File: src/rtl/signed_fixed_point_multiplier.sv
// Two-stage signed Qm.n multiplier: register the exact full-width product, then
// floor-rescale by the binary point and saturate into the operand format.
module signed_fixed_point_multiplier #(
    parameter int unsigned FIXED_POINT_WIDTH    = 16,
    parameter int unsigned FIXED_POINT_POSITION = 10
) (
    input  logic                         clk_in,
    input  logic                         rst_in,
    input  logic [FIXED_POINT_WIDTH-1:0] multiplicand_in,
    input  logic [FIXED_POINT_WIDTH-1:0] multiplier_in,
    output logic [FIXED_POINT_WIDTH-1:0] product_out
);

    localparam int unsigned W    = FIXED_POINT_WIDTH;
    localparam int unsigned PW   = 2 * W;
    localparam int unsigned FRAC = FIXED_POINT_POSITION;
    // Bits from the result's sign bit up to the top of the shifted product
    localparam int unsigned HW   = PW - W + 1;

    logic signed [W-1:0]  a_s;
    logic signed [W-1:0]  b_s;
    logic signed [PW-1:0] prod_c;
    logic signed [PW-1:0] prod_q;
    logic signed [PW-1:0] shifted_c;
    logic [HW-1:0]        upper_c;
    logic                 ovf_c;
    logic [W-1:0]         sat_c;

    assign a_s = $signed(multiplicand_in);
    assign b_s = $signed(multiplier_in);

    // Operands sign-extended to full width so the product is exact
    assign prod_c = PW'(a_s) * PW'(b_s);

    always_ff @(posedge clk_in or posedge rst_in) begin
        if (rst_in) begin
            prod_q <= '0;
        end else begin
            prod_q <= prod_c;
        end
    end

    // Arithmetic shift floors toward negative infinity; no rounding bias
    assign shifted_c = prod_q >>> FRAC;
    assign upper_c   = shifted_c[PW-1:W-1];
    assign ovf_c     = !((upper_c == '0) || (upper_c == '1));

    always_comb begin
        sat_c = shifted_c[W-1:0];
        if (ovf_c) begin
            sat_c = shifted_c[PW-1] ? {1'b1, {(W-1){1'b0}}} : {1'b0, {(W-1){1'b1}}};
        end
    end

    always_ff @(posedge clk_in or posedge rst_in) begin
        if (rst_in) begin
            product_out <= '0;
        end else begin
            product_out <= sat_c;
        end
    end

endmodule

File: config.mk
export PLATFORM = sky130hd
export DESIGN_NAME = signed_fixed_point_multiplier
export DESIGN_NICKNAME = d
export VERILOG_FILES = /design/src/rtl/signed_fixed_point_multiplier.sv
export SDC_FILE = /design/constraint.sdc
export NUM_CORES = 1
export LEC_CHECK = 0
export CAP_MARGIN = 20
export CORE_MARGIN = 5
export CORE_UTILIZATION = 55
export DETAILED_ROUTE_END_ITERATION = 16
export PLACE_DENSITY = 0.74
export SLEW_MARGIN = 10
export SYNTH_ARGS = -nofsm -noshare
export SYNTH_HDL_FRONTEND = slang
export SYNTH_SLANG_ARGS = --single-unit
File: constraint.sdc
create_clock -name clk_in -period 4.9 [get_ports clk_in]
set_input_delay 0.98 -clock clk_in [delete_from_list [all_inputs] [get_ports clk_in]]
set_output_delay 0.98 -clock clk_in [all_outputs]
set_load 0.1 [all_outputs]
==> run_results.csv <==
group,metric,value,unit
floorplanning,die_h,149,µm
hold_path,holdCritPathClass,"reg -> reg",
floorplanning,core,0.0189,mm²
yosys,synth_nets,1482,
yosys,yosys_warnings,0,
drt,totalWireLength,27.8,mm
drt,viasPerCell,5.23,
drt,postRouteAntennaNets,0,
setup_path,criticalPathCategory,"in -> reg",
run_status,violations,"negative setup slack",
setup_path,critPathLaunchType,"primary input",
sta,worst_slew_pin_slew,979,ps
grt,grt_overflow,0,
setup_path,crit_buf_inv,6,
setup_path,crit_family,"adder cells",
drt,drtIter0Drc,408,
final_layout,n_antenna_cell,0,
final_layout,instances_no_fill,1594,
grt,grt_pass1_vias,9596,
placed_design,port_buffers,49,
yosys,synth_top_area_cell,"fa_1",
final_layout,syn2layout_area_growth,30.9,%
yosys,synth-edff-count,0,
clock_network,clkSlewWorstSetupHoldPaths,60,ps
setup_path,crit_required,5060,ps
clock_network,clock_latency,280,ps
sta,fin_skew,5.21,ps
sta,setup_viol_count_final,22,
clock_network,cts_made_buffers,5,
setup_path,max_stage_delay,550,ps
drt,wl_met2,15.0,mm
drt,wl_met3,1.60,mm
setup_path,crit_chain,"buf_2 > buf_6 > nand2_4 > fa_1 > fa_1 > fa_1 > inv_2 > fa_1 > fa_1 > inv_1 > fa_1 > inv_2 > ha_4 > o211ai_1 > o211ai_1 > a41oi_2 > a2111oi_4 > o31a_1 > buf_6 > nor2_4 > a311o_1",
grt,grt_max_degree,39,
yosys,synth_ff_type,"dfrtp_1",
setup_path,cp.arrival,6510,ps
yosys,postSynth.asyncResetShare,100,%
yosys,synth.yosys.seq_area_share,8.93,%
floorplanning,start_util,56.3,%
clock_network,hold_buffers,0,
drt,wl_met1,9.45,mm
sta,slew_viol_final,0,
setup_path,crit_slowest_cell,"fa_1",
drt,drt-pass1-iter-count,5,
grt,grt_pass1_wl,45.7,mm
grt,antenna_found_initial,0,
drt,post_drt_wl_per_cell,17.4,µm
sta,finalHoldViolations,0,
yosys,synth_area_leaders,"fa_1 49%, inv_1 10%, ha_1 9.3%",
grt,grt_util_all_layers,26.3,%
placed_design,dp.cells,1525,
floorplanning,pin_count,50,
setup_path,path_max_fanout,5,
final_layout,final_util,73.7,%
final_layout,layout-drive-gt1-share,28.7,%
clock_network,clock_path_buffers,2,
clock_network,clock_sinks,38,
setup_path,end_kind,"flip-flop",
sta,setup_slack,-1450,ps
job,drv_cap,0,
setup_path,critPathMostFrequentCell,"fa_1",
drt,vias,8334,
sta,fmax,0.157,GHz
yosys,syn_area,0.0106,mm²
final_layout,final_net_count,1707,
drt,top_layer_used,"met4",
drt,drc,0,
yosys,netlist_instances,1108,
clock_network,tritoncts,"done",
clock_network,cts-root-buf,"clkbuf_16",
clock_network,h-tree-depth,2,
final_layout,num-fill-cells,1275,
sta,maxSlewHeadroom,34.6,%
floorplanning,fp-row-count,50,
placed_design,dp_hpwl,21.0,mm
yosys,syn_avg_cell_area,9.61,µm²
sta,rsz0062_at_grt,"true",
sta,holdWs,453,ps
yosys,synth_top_area_share,49.1,%
run_status,outcome,"complete, but fails checks",
placed_design,gp_congestion,0.905,
yosys,synth.distinct_cells,47,
yosys,synth_seq_cells,38,
floorplanning,die-area,0.0222,mm²
sta,min_period,6350,ps
sta,tns,-25670,ps
sta,fin_crit_sh,130,%
floorplanning,die_w,149,µm
[Yosys cell counts (all sizes together), types with 6 or more instances]
cell	number
a21oi	17
and2	123
clkbuf	34
dfrtp	38
fa	261
ha	79
inv	288
nand2	137
nand2b	6
nor2	21
o21ai	23
xnor2	21
xor2	7
[logic make-up (layout without fill, tap and decap cells)]
group / Yosys count / after routing / share of synthesized area, %
buf+inv: 325 / 551 / 11.5
compound gates: 69 / 69 / 4.49
fa+ha+maj: 340 / 340 / 58.4
xor+xnor: 28 / 28 / 2.30
simple gates: 307 / 307 / 14.3
mux: 1 / 1 / 0.0940
flops: 38 / 38 / 8.93
[layout by cell type, fill, tap and decap left out, types with 5 or more instances in the layout]
cell type	n
inv_1	265
fa_1	234
buf_4	150
nand2_1	120
and2_1	97
ha_1	66
buf_6	43
dfrtp_1	38
fa_2	27
and2_4	26
inv_2	23
o21ai_0	18
clkdlybuf4s50_1	18
nor2_1	17
xnor2_1	17
buf_12	13
buf_2	12
ha_4	11
nand2_2	9
a21oi_1	9
nand2_4	8
xor2_1	7
nand2b_1	6
clkbuf_16	5
clkbuf_2	5
[flip-flops by register name, summed over array words and instances, names as in the netlist]
| signal | flops |
|---|---|
| prod_q | 22 |
| product_out | 16 |
[layout make-up]
cell class / count / area (µm²) / area share, %
flip-flops and latches: 38 / 951 / 6.83
clock inverters: 2 / 60.1 / 0.431
multi-input cells: 745 / 9010 / 64.7
repair buffers: 255 / 2360 / 16.9
clock buffers: 6 / 139 / 0.997
inverters: 288 / 1080 / 7.76
well taps: 260 / 325 / 2.34
[stage by stage]
stage | setup WS, ps | cell area, µm²
2_1_floorplan | -1190 | 11100
3_3_place_gp | -1940 | 12800
3_5_place_dp | -2050 | 12800
4_1_cts | -1460 | 13700
5_1_grt | -1610 | 13900
6_report | -1450 | 13900
[what timing repair did]
action | in CTS | in global routing
setup endpoints to repair | 22 | 22
gates cloned | 9 | 0
resized for setup | 202 | 76
hold endpoints to repair | 0 | 0
buffers inserted | 45 | 10
pin swaps | 82 | 40
[metal layers]
layer | up-vias | GRT usage (%)
met5 | - | 0
met3 | 127 | 3.59
met1 | 4211 | 29.7
li1 | 3661 | -
met4 | 0 | 13.0
met2 | 335 | 48.5
[final timing paths]
kind	start	end	slack [ps]	depth (start not counted)
max	multiplicand_in[11]	prod_q[30]	-1450	21
min	prod_q[31]	product_out[15]	450	0
max reg2reg	prod_q[27]	product_out[5]	3160	4
min reg2reg	prod_q[31]	product_out[15]	450	0
max in group asynchronous	rst_in	product_out[4]	3440	3
min in group asynchronous	rst_in	product_out[15]	1110	3
Power is not shown: default switching activity piles up to over one toggle a cycle in this logic, so the estimate is an artifact.
